`config.mk`:
```
export PLATFORM = sky130hd
export DESIGN_NAME = instruction_decode
export DESIGN_NICKNAME = d
export VERILOG_FILES = /design/src/rtl/decode_pkg.sv /design/src/rtl/inst_decoder.sv /design/src/rtl/instruction_decode.sv
export SDC_FILE = /design/constraint.sdc
export NUM_CORES = 1
export LEC_CHECK = 0
export ABC_AREA = 1
export BUFFER_PORTS_ARGS = -buffer_cell sky130_fd_sc_hd__buf_2
export CAP_MARGIN = 20
export CORE_UTILIZATION = 42
export DETAILED_ROUTE_END_ITERATION = 10
export PLACE_DENSITY_LB_ADDON = 0.2
export SKIP_LAST_GASP = 1
export SLEW_MARGIN = 20
export SYNTH_ARGS = -nofsm -noshare
export SYNTH_HDL_FRONTEND = slang
export SYNTH_SLANG_ARGS = --single-unit
export TNS_END_PERCENT = 20
```
`constraint.sdc`:
```
create_clock -name clock -period 3.4 [get_ports clock]
set_input_delay 0.34 -clock clock [delete_from_list [all_inputs] [get_ports clock]]
set_output_delay 0.34 -clock clock [all_outputs]
set_load 0.005 [all_outputs]
```
`src/rtl/decode_pkg.sv`:
```
// decode_pkg: shared RV32I decode types, opcode constants and format helpers
package decode_pkg;
  localparam int XLEN_D = 32;
  localparam int ILEN_D = 32;
  localparam logic [6:0] OP_LUI    = 7'h37;
  localparam logic [6:0] OP_AUIPC  = 7'h17;
  localparam logic [6:0] OP_JAL    = 7'h6F;
  localparam logic [6:0] OP_JALR   = 7'h67;
  localparam logic [6:0] OP_BRANCH = 7'h63;
  localparam logic [6:0] OP_LOAD   = 7'h03;
  localparam logic [6:0] OP_STORE  = 7'h23;
  localparam logic [6:0] OP_IMM    = 7'h13;
  localparam logic [6:0] OP_REG    = 7'h33;
  localparam logic [6:0] OP_FENCE  = 7'h0F;
  localparam logic [6:0] OP_SYSTEM = 7'h73;
  typedef enum logic [2:0] {FMT_R, FMT_I, FMT_S, FMT_B, FMT_U, FMT_J} imm_fmt_e;
  typedef struct packed {
    logic [XLEN_D-1:0] pc;
    logic [ILEN_D-1:0] inst;
    logic [6:0]        opcode;
    logic [2:0]        funct3;
    logic [4:0]        rd;
    logic [4:0]        rs1;
    logic [4:0]        rs2;
    logic [XLEN_D-1:0] imm;
    logic              illegal;
  } decoded_t;
  function automatic logic legal_op(input logic [6:0] op);
    return op inside {OP_LUI, OP_AUIPC, OP_JAL, OP_JALR, OP_BRANCH, OP_LOAD,
                      OP_STORE, OP_IMM, OP_REG, OP_FENCE, OP_SYSTEM};
  endfunction
  // Unknown opcodes fall back to R so they carry a zero immediate.
  function automatic imm_fmt_e fmt_of(input logic [6:0] op);
    return op inside {OP_LUI, OP_AUIPC} ? FMT_U :
           op == OP_JAL ? FMT_J :
           op == OP_BRANCH ? FMT_B :
           op == OP_STORE ? FMT_S :
           op inside {OP_JALR, OP_LOAD, OP_IMM, OP_FENCE, OP_SYSTEM} ? FMT_I : FMT_R;
  endfunction
endpackage

```
`src/rtl/inst_decoder.sv`:
```
// inst_decoder: purely combinational RV32I field and immediate decoder
module inst_decoder
  import decode_pkg::*;
(
  input  logic [XLEN_D-1:0] pc,
  input  logic [ILEN_D-1:0] inst,
  output decoded_t          dec
);
  imm_fmt_e fmt;
  logic [XLEN_D-1:0] imm;
  always_comb begin
    fmt = fmt_of(inst[6:0]);
    imm = fmt == FMT_I ? {{20{inst[31]}}, inst[31:20]} :
          fmt == FMT_S ? {{20{inst[31]}}, inst[31:25], inst[11:7]} :
          fmt == FMT_B ? {{19{inst[31]}}, inst[31], inst[7], inst[30:25], inst[11:8], 1'b0} :
          fmt == FMT_U ? {inst[31:12], 12'b0} :
          fmt == FMT_J ? {{11{inst[31]}}, inst[31], inst[19:12], inst[20], inst[30:21], 1'b0} :
          '0;
    dec.pc      = pc;
    dec.inst    = inst;
    dec.opcode  = inst[6:0];
    dec.funct3  = inst[14:12];
    dec.rd      = fmt inside {FMT_S, FMT_B} ? 5'd0 : inst[11:7];
    dec.rs1     = inst[19:15];
    dec.rs2     = inst[24:20];
    dec.imm     = imm;
    dec.illegal = !legal_op(inst[6:0]) || inst[1:0] != 2'b11;
  end
endmodule

```
`src/rtl/instruction_decode.sv`:
```
// instruction_decode: RV32I decode stage with 2-entry skid buffer; DECODE_JAL_REDIRECT_EN adds early JAL redirect
module instruction_decode
  import decode_pkg::*;
#(
  parameter int XLEN       = 32,
  parameter int ILEN       = 32,
  parameter int SKID_DEPTH = 2
) (
  input  logic            clock,
  input  logic            reset,
  input  logic            io_if_valid,
  output logic            io_if_ready,
  input  logic [XLEN-1:0] io_if_bits_pc,
  input  logic [ILEN-1:0] io_if_bits_inst,
  input  logic            io_flush,
  output logic            io_ex_valid,
  input  logic            io_ex_ready,
  output logic [XLEN-1:0] io_ex_bits_pc,
  output logic [ILEN-1:0] io_ex_bits_inst,
  output logic [6:0]      io_ex_bits_opcode,
  output logic [2:0]      io_ex_bits_funct3,
  output logic [4:0]      io_ex_bits_rd,
  output logic [4:0]      io_ex_bits_rs1,
  output logic [4:0]      io_ex_bits_rs2,
  output logic [XLEN-1:0] io_ex_bits_imm,
  output logic            io_ex_bits_illegal,
  output logic            io_redirected,
  output logic [XLEN-1:0] io_redirected_pc
);
  if (SKID_DEPTH != 2 || XLEN != XLEN_D || ILEN != ILEN_D) begin : g_cfg_check
    $error("instruction_decode: SKID_DEPTH must be 2 and XLEN/ILEN must be 32");
  end
  decoded_t dec, out_q, skid_q;
  logic out_v, skid_v, xfer, keep, drop;
  inst_decoder u_dec (.pc(io_if_bits_pc), .inst(io_if_bits_inst), .dec(dec));
  assign io_if_ready = !skid_v;
  assign xfer = io_if_valid && io_if_ready && !io_flush;
  assign keep = xfer && !drop;
  // Skid only fills while the output is stalled, so a free output drains it first.
  always_ff @(posedge clock) begin
    if (reset) begin
      out_v  <= 1'b0;
      skid_v <= 1'b0;
      out_q  <= '0;
      skid_q <= '0;
    end else if (io_flush) begin
      out_v  <= 1'b0;
      skid_v <= 1'b0;
    end else if (out_v && !io_ex_ready) begin
      if (keep) begin
        skid_q <= dec;
        skid_v <= 1'b1;
      end
    end else if (skid_v) begin
      out_q  <= skid_q;
      out_v  <= 1'b1;
      skid_v <= 1'b0;
    end else begin
      out_v <= keep;
      if (keep) out_q <= dec;
    end
  end
  assign io_ex_valid        = out_v;
  assign io_ex_bits_pc      = out_q.pc;
  assign io_ex_bits_inst    = out_q.inst;
  assign io_ex_bits_opcode  = out_q.opcode;
  assign io_ex_bits_funct3  = out_q.funct3;
  assign io_ex_bits_rd      = out_q.rd;
  assign io_ex_bits_rs1     = out_q.rs1;
  assign io_ex_bits_rs2     = out_q.rs2;
  assign io_ex_bits_imm     = out_q.imm;
  assign io_ex_bits_illegal = out_q.illegal;
`ifdef DECODE_JAL_REDIRECT_EN
  logic wait_q, redir_q, start;
  logic [XLEN-1:0] tgt_q, redir_pc_q, jal_tgt;
  assign jal_tgt = io_if_bits_pc + dec.imm;
  // While waiting for the jump target, wrong-path bundles are consumed but discarded.
  assign drop  = wait_q && io_if_bits_pc != tgt_q;
  assign start = keep && dec.opcode == OP_JAL && !dec.illegal;
  always_ff @(posedge clock) begin
    if (reset || io_flush) begin
      wait_q     <= 1'b0;
      redir_q    <= 1'b0;
      redir_pc_q <= '0;
    end else begin
      wait_q     <= start || (wait_q && !keep);
      redir_q    <= start;
      redir_pc_q <= start ? jal_tgt : '0;
    end
  end
  always_ff @(posedge clock) begin
    if (reset) tgt_q <= '0;
    else if (start) tgt_q <= jal_tgt;
  end
  assign io_redirected    = redir_q;
  assign io_redirected_pc = redir_pc_q;
`else
  assign drop             = 1'b0;
  assign io_redirected    = 1'b0;
  assign io_redirected_pc = '0;
`endif
endmodule
```
**Word-level counts from Yosys, hierarchy flattened**

Index checks and enable logic that the tools add are counted.
Widths: inputs -> output; s select.

- Register bits: 246
- Output and inout bits: 157
- Logic and storage cells: 70

- Equal/unequal tests: 17
- Mux-type cells: 14
- Bitwise operators: 2
- Reductions and logical operators: 17

Operators by type and width:

| operator | count |
|---|---|
| $mux 122 | 2 |
| $mux 32 | 5 |
| $eq 7x7->1 const B | 4 |
| $eq 7x6->1 const B | 3 |
| $eq 7x5->1 const B | 2 |
| $mux 3 | 4 |
| $reduce_bool 11->1 | 1 |
| $eq 7x2->1 const B | 1 |
| $eq 7x4->1 const B | 1 |
| $eq 3x2->1 const B | 2 |
| $eq 3x3->1 const B | 2 |
| $reduce_and 3->1 | 2 |
| $reduce_bool 2->1 | 3 |
| $mux 5 | 1 |
| $reduce_bool 5->1 | 1 |
| $logic_not 1->1 | 4 |
| $eq 3x1->1 const B | 1 |
| $logic_and 1x1->1 | 3 |
| $reduce_or 3->1 | 1 |
| $mux 1 | 2 |
| $ne 2x2->1 const B | 1 |
| $not 1->1 | 2 |
| $reduce_or 2->1 | 1 |
| $logic_or 1x1->1 | 1 |

**Logic depth before layout (Yosys ltp)**

Gate-level depths: netlist (run 1).

- Word-level depth: 15
- Mapped depth: 11

**Hierarchy**

A second synthesis (run 1) with hierarchy kept.

- Cells, all modules: 2316
- Area total of the unflattened synthesis: 13646.8 µm²

Modules (own cells, without submodules):

| module | instances | cells each | area each (µm²) | sequential area each (µm²) |
|---|---|---|---|---|
| instruction_decode | 1 | 2002 | 12000.3 | 4924.7 |
| inst_decoder | 1 | 314 | 1646.6 | 0.0 |

**Least setup slack after synthesis (run 1)**

Ideal clock, no wire load.

- Path kind: input to register
- Start point: input io_flush
- End point: register skid_q[19] in the netlist's numbering
- Setup time: 0.116 ns
- Data arrival time: 1.358 ns
- Path slack: 1.925 ns
- Stages on the path: 10
- Buffers on the path: 2
- Path through: inv_2 > nand2_1 > nor2_1 > nand2_1 > inv_1 > buf_2 > buf_1 > nand3_1 > o211ai_1 > inv_1

- Longest elaborated chain between the ends: 3
- Elaborated cells between the ends (all ways): 4

Ends and longest elaborated chain:

| element | RTL line | text |
|---|---|---|
| start: declaration | instruction_decode.sv:15 | `input logic io_flush,` |
| $logic_not 1->1 | instruction_decode.sv:37 | `assign xfer = io_if_valid && io_if_ready && !io_flush;` |
| $logic_and 1x1->1 | instruction_decode.sv:37 |  |
| $reduce_and 3->1 (no line) * | n/a |  |
| end signal: assignment | instruction_decode.sv:45 | `skid_q <= '0;` |
| end signal: assignment | instruction_decode.sv:51 | `skid_q <= dec;` |
| end: declaration | instruction_decode.sv:33 | `decoded_t dec, out_q, skid_q;` |

Mark *: on every way between the ends. The rest lies on a longest branch, timed or not.
A chain may end at the register's enable or synchronous reset.

**Worst setup path after layout (run 1)**

- Start point: register skid_v
- End point: output io_if_ready

- Longest elaborated chain between the ends: 1

Ends and longest elaborated chain:

| element | RTL line | text |
|---|---|---|
| start: declaration | instruction_decode.sv:34 | `logic out_v, skid_v, xfer, keep, drop;` |
| start signal: assignment | instruction_decode.sv:43 | `skid_v <= 1'b0;` |
| start signal: assignment | instruction_decode.sv:48 | `skid_v <= 1'b0;` |
| start signal: assignment | instruction_decode.sv:52 | `skid_v <= 1'b1;` |
| $logic_not 1->1 | instruction_decode.sv:36 | `assign io_if_ready = !skid_v;` |
| end: declaration | instruction_decode.sv:12 | `output logic io_if_ready,` |

Every way passes these cells.

==> results.md, run 1 <==
* Status: finished clean
* Initial core utilization at 0.427
* Highest Clock Rate at 431 MHz
* Sink count of the clock tree at 206
* Ratio of cells with drive above 1 in the final layout at 0.188
* Proportion of power drawn by flip-flops and latches at 0.470
* Core Region at 21,800 um2
* Routed Wire Length at 25,600 um
* Crit path capture type: primary output
* HPWL reported at the end of detailed placement at 16,200 um
* Number of post-CTS setup repair buffers at 0
* Leading cell types in the layout, fill and taps excluded: 226 x nand2_1, 210 x nor2_1, 205 x dfxtp_1, 192 x buf_2, 134 x o21ai_0
* Number of distinct library cells after synthesis at 26
* Combinational share of power at 0.073
* Slew at the pin closest to its max-slew limit at 0.862 ns
* Port Buffer Count at 192
* Worst min-delay path class: input pin to register
* Setup repair after global routing missed its margin: no
* Total Nets Final at 1,475
* Antenna violations before repair at 1
* Normalized max-slew margin at 0.426
* Routing usage on met2 at 0.338
* Setup skew after layout at 0.00615 ns
* Internal power at 4050 uW
* Root Buffer: clkbuf_16
* Final RePlAce weighted congestion at 0.808
* Final period utilization at 0.683
* Layer carrying the most global-route usage: met2
* # rows at 54
* Cell with the largest stage delay on the worst path: buf_4
* Maximum net fanout on the critical path at 46
* Met3 track demand over resource in global routing at 0.0436
* Average cell area after synthesis at 7.14 um2
* Fraction of power spent switching nets at 0.240
* Boundary pin count at 226
* Number of warnings printed during yosys synthesis at 0
* Sw power at 1280 uW
* Cell area after synthesis at 9290 um2
* Met1 Resource Use GR at 0.312
* Worst VDD drop at 0.276 mV
* Number of vias after detailed routing at 8,705
* Final Hold Violating Endpoints at 0
* Final-layout setup total negative slack at 0 ns
* Die extent in x at 151 um
* TritonCTS clock tree: yes
* Total die area at 22,700 um2
* Async S/R FF share, synth at 0
* Worst setup path class: register to primary output
* Number of flops mapped to enable cells by yosys at 0
* Maximum number of pins on one net before global-route repair at 85
* GRT Total Usage at 0.219
* Number of synthesized register bits at 206
* Fill count at 2,271
* Number of buffers created by CTS at 23
* Wire length of the first global-routing pass at 39,600 um
* Via density per instance at 5.11
* Seq/Total Area, Yosys at 0.444
* Hold-fix buffers at CTS at 0
* Count of mapped cells out of synthesis at 1,302
* Dominant delay contributor by cell family on the critical path: buffers and inverters
* Hold slack final at 0.0436 ns
* Crit path time final at 2.32 ns
* Synthesis-to-finish area growth at 15.9%
* Antenna violation net count after detailed routing at 0
* Grt total ovfl at 0
* Avg WL per Cell at 15.0 um
* Vertical extent of the die at 151 um
* H-tree lvl count at 1
* P per Cell Area at 495 nW/um2
* Nature of the critical path startpoint: register
* Number of gates resized after CTS at 0
* Total setup violations reported at the end of the flow at 0
* Required arrival time at the worst endpoint at 3.06 ns
* Slowest Stage Delay on Critical Path at 0.54 ns
* Worst Path Buf+Inv at 3
* Cell leakage power at 0.00522 uW
* Insertion delay of the later-clocked pin in the worst-skew pair at 0.51 ns
* Vias in the first global route at 7,378
* Area contributors post-synth: dfxtp_1 44%, nand2_1 9.2%, nor2_1 8.5%, o21ai_0 7.2%, nand3_1 6.6%
* Critical Path AT at 1.98 ns
* Number of DRC markers after the initial detailed-route iteration at 558
* Cells along the critical path: inv_4 -> buf_4 -> buf_2
* Post-synth top area share at 0.444
* Prevailing post-synth register cell: dfxtp_1
* Clock-pin slew of the registers on the worst-case setup and hold paths at 0.05 ns
* DRT Pass-1 Iters at 5
* Deepest clock path buffer count at 3
* Cell accounting for the most synthesized area: dfxtp_1
* Share of power burned in the clock network at 0.457
* Commonest non-fill, non-tap cell in the layout: nand2_1
* Detailed-route DRC error count at 0
* Count of final max-slew check failures at 0
* Maximum Capacitance Violations at 0
through the flow:
| step | setup WS, ns | util | area [um2] | instances | power, uW |
|---|---|---|---|---|---|
| 2_1_floorplan | 1.93 | - | 9410 | 1334 | 2810 |
| 3_3_place_gp | 0.318 | 0.460 | 10000 | 1661 | 2940 |
| 3_5_place_dp | 0.634 | 0.461 | 10000 | 1661 | 2950 |
| 4_1_cts | 1.03 | 0.495 | 10800 | 1702 | 5380 |
| 5_1_grt | 0.859 | 0.495 | 10800 | 1703 | 5530 |
| 6_report | 1.08 | 0.495 | 10800 | 1703 | 5330 |
worst register-to-register path: stages (launching register included):
cell and delay (ns):
dfxtp_2 0.33, inv_4 0.35, nand2_1 0.17, nand3_2 0.12, buf_4 0.57, nor2_1 0.13
nand2_1 0.14, a21oi_1 0.07
worst paths after layout:
path	from	endpoint	slack [ns]	cells after the start
worst max register to register	skid_v	io_ex_bits_imm[4]	1.39	7
worst max-delay path	skid_v	io_if_ready	1.08	3
worst min-delay path	io_flush	io_ex_valid	0.04	2
worst min register to register	io_ex_bits_imm[4]	io_ex_bits_imm[4]	0.46	2
metal layers:
metal | routed length (um) | vias up | part of all wire
met5 | 0 | - | 0
met4 | 370 | 0 | 0.014
met3 | 1860 | 25 | 0.073
met2 | 11300 | 285 | 0.44
met1 | 12100 | 3940 | 0.47
li1 | - | 4455 | -
sequential cells by signal (all words and copies together) (netlist names):
register	count
io_ex_bits_illegal	1
io_ex_valid	1
skid_v	1
io_ex_bits_imm	32
io_ex_bits_pc	32
io_ex_bits_inst	32
skid_q	102
io_ex_bits_rd	5
power groups by stage:
stage               combinational, uW  sequential [uW]  clock (uW)
finish                            387             2500        2440
global route                      439             2510        2580
CTS                               389             2500        2490
detailed placement                388             2560           0
global placement                  385             2560           0
floorplan                         250             2560           0
area by class of cell:
class	count	area (um2)	area share
Multi-Input combinational cell	912	4220	0.392
Sequential cell	206	4130	0.383
Timing Repair Buffer	205	1100	0.102
Clock buffer	33	663	0.0616
Tap cell	280	350	0.0326
Inverter	58	228	0.0212
Clock inverter	8	76.3	0.00709
Antenna cell	1	2.50	0.000233
synth_stat cells, types with 2 or more instances:
| library cell | count |
|---|---|
| nand2_1 | 227 |
| nor2_1 | 211 |
| dfxtp_1 | 206 |
| o21ai_0 | 134 |
| nand3_1 | 123 |
| clkbuf_1 | 73 |
| a31oi_1 | 64 |
| buf_4 | 59 |
| a21oi_1 | 55 |
| inv_1 | 49 |
| o211ai_1 | 37 |
| buf_2 | 18 |
| o21ai_1 | 13 |
| inv_2 | 9 |
| buf_1 | 6 |
| nand3_2 | 4 |
| nand2_2 | 3 |
| buf_6 | 2 |
| nor2_4 | 2 |
logic make-up after synthesis:
kind of cell | share of synthesized area
AND/OR/NAND/NOR | 0.258
flip-flops | 0.444
buffers and inverters | 0.115
other | 0.000404
AO/OA/AOI/OAI | 0.183
Note: power is estimated with default switching activity, not from simulation.
==> run 2: changes to the inputs <==
==> constraint.sdc (replaced) <==
create_clock -name clock -period 2.01 [get_ports clock]
set_input_delay 0.201 -clock clock [delete_from_list [all_inputs] [get_ports clock]]
set_output_delay 0.201 -clock clock [all_outputs]
set_load 0.005 [all_outputs]
==> run 2 against run 1 <==
  * Via count rose by 3.1%
  * Critical path depth up 8
  * Hold slack got worse by 0.022 ns
  * Register-to-register slack got worse by 1.1 ns
  * Non-clock buffer count is 58 higher
  * Die area is the same
  * Power increased by 74%
  * Flip-flop and latch count stayed put
  * Clock skew grew 0.010 ns
  * Sequential power rose by 70%
  * Count of clock-buffer cells in the layout up 3
  * Clock power increased by 77%
  * Largest power group is now clock
==> results.md, run 2 (synthesis gave the netlist of run 1 again) <==
* Status: finished clean
* Grt total ovfl at 0 (unchanged)
* Final non-filler cell total at 1,760 (+3.3%)
* Insertion delay of the later-clocked pin in the worst-skew pair at 0.52 ns (about the same)
* GRT Total Usage at 0.231 (+0.0119)
* Clock-pin slew of the registers on the worst-case setup and hold paths at 0.06 ns (about the same)
* Placed Cells incl. Taps at 1,667 (+0.36%)
* Detailed-route DRC error count at 0 (unchanged)
* Number of vias after detailed routing at 8,972 (+3.1%)
* Cells along the critical path: dlygate4sd3_1 -> buf_2 -> nand2_2 -> nor2_4 -> nand3_1 -> nand3_2 -> nand2_2 -> buf_12 -> nand3_1 -> nand2_1 -> a21oi_1
* Via density per instance at 5.10 (-0.27%)
* Cell leakage power at 0.00551 uW (+5.7%)
* Fin util at 0.525 (+0.0305)
* Final-layout setup total negative slack at 0 ns (unchanged)
* Root Buffer: clkbuf_16
* Slew at the pin closest to its max-slew limit at 0.846 ns (-0.0152 ns)
* Commonest non-fill, non-tap cell in the layout: nand2_1
* Setup skew after layout at 0.0165 ns (+0.0104 ns)
* Boundary pin count at 226 (unchanged)
* Maximum Capacitance Violations at 0 (unchanged)
* Largest register FFs at 102 (unchanged)
* Total die area at 22,700 um2 (unchanged)
* Number of buffers created by CTS at 24 (+4.3%)
* Synthesis-to-finish area growth at 23.0%
* Cell with the largest stage delay on the worst path: dlygate4sd3_1
* Normalized max-slew margin at 0.436 (+0.0101)
* Total power draw at 9290 uW (+74%)
* Slowest Stage Delay on Critical Path at 0.54 ns (about the same)
* TritonCTS clock tree: yes
* Maximum net fanout on the critical path at 42 (-8.7%)
* Deepest clock path buffer count at 3 (unchanged)
* Number of post-CTS setup repair buffers at 0 (unchanged)
* Number of DRC markers after the initial detailed-route iteration at 650 (+16%)
* P per Cell Area at 813 nW/um2 (+64%)
* Setup repair after global routing missed its margin: yes
* Worst min-delay path class: input pin to register
* DRT Pass-1 Iters at 5 (unchanged)
* Placement Setup Slack at 0.119 ns (-0.514 ns)
* Critical Path AT at 2.29 ns (+0.31 ns)
* Worst setup path class: input pin to register
* Initial core utilization at 0.427 (unchanged)
* HPWL reported at the end of detailed placement at 16,000 um (-1.5%)
* Highest Clock Rate at 540 MHz
* Crit path setup slack, layout at 0.157 ns (-0.921 ns)
* Nature of the critical path startpoint: input pin
* Final period utilization at 0.922
* Avg WL per Cell at 15.1 um (+0.28%)
* H-tree lvl count at 1 (unchanged)
* Port Buffer Count at 192 (unchanged)
* Die extent in x at 151 um (unchanged)
* Leading cell types in the layout, fill and taps excluded: 226 x nand2_1, 210 x nor2_1, 205 x dfxtp_1, 192 x buf_2, 134 x o21ai_0
* Crit path time final at 1.85 ns
* Total Nets Final at 1,534 (+4.0%)
* Final Hold Violating Endpoints at 0 (unchanged)
* Crit path capture type: register
* Final RePlAce weighted congestion at 0.782 (-3.3%)
* # rows at 54 (unchanged)
* Register containing the most flip-flops in the final layout: skid_q
* Core Region at 21,800 um2 (unchanged)
* Worst VDD drop at 0.592 mV (+110%)
* Antenna violation net count after detailed routing at 0 (unchanged)
* Maximum number of pins on one net before global-route repair at 131 (+54%)
* Antenna violations before repair at 0 (-1)
* Ratio of cells with drive above 1 in the final layout at 0.185 (-0.00263)
* Required arrival time at the worst endpoint at 2.45 ns (-0.61 ns)
* Routed Wire Length at 26,500 um (+3.6%)
* Vias in the first global route at 7,973 (+8.1%)
* Vertical extent of the die at 151 um (unchanged)
* Wire length of the first global-routing pass at 42,000 um (+5.9%)
* Total setup violations reported at the end of the flow at 0 (unchanged)
* Sink count of the clock tree at 206 (unchanged)
* N_diodes at 0 (-1)
* Count of final max-slew check failures at 0 (unchanged)
## run 2: cell type report
type,instances,area (um2)
Clock inverter,5,65.1
Clock buffer,36,726
Tap cell,280,350
Sequential cell,206,4130
Inverter,58,228
Fill cell,2195,10300
Multi-Input combinational cell,912,4220
Timing Repair Buffer,263,1710
## run 2: where the power goes
part | internal [uW] | total (uW) | switching [uW]
logic | 309 | 746 | 437
clock network | 2610 | 4310 | 1700
registers | 4180 | 4240 | 55.5
## run 2: final timing paths
check                        end  depth (start not counted)  slack, ns                from
max reg2reg  io_ex_bits_inst[24]                          7       0.26              skid_v
min           io_ex_bits_inst[7]                          3       0.02  io_if_bits_inst[7]
max           io_ex_bits_imm[16]                         11       0.16  io_if_bits_inst[0]
min reg2reg    io_ex_bits_imm[7]                          2       0.46   io_ex_bits_imm[7]
## run 2: stage by stage
stage | hold WS, ns | cell area (um2)
4_1_cts | 0.00171 | 11400
6_report | 0.0214 | 11400
3_5_place_dp | 0.417 | 10100
5_1_grt | 0.0174 | 11400
2_1_floorplan | 0.302 | 9410
3_3_place_gp | 0.420 | 10100
## run 2: timing repair
item / 4_1_cts / 5_1_grt
hold endpoints to repair: 94 / 0
resized for setup: 0 / 1
hold buffers: 52 / 0
setup endpoints to repair: 0 / 20
## run 2: routing by layer
layer	wire length, um	part of all wire	global-route usage
met1	12300	0.46	0.325
met2	12000	0.45	0.369
met3	1890	0.071	0.0391
met4	333	0.013	0.0500
met5	0	0	0
## run 2: critical path, delay by kind of cell
family | cells | cell delay [ns]
AND/OR/NAND/NOR | 7 | 1.08
AO/OA/AOI/OAI | 1 | 0.12
buffers and inverters | 3 | 0.87
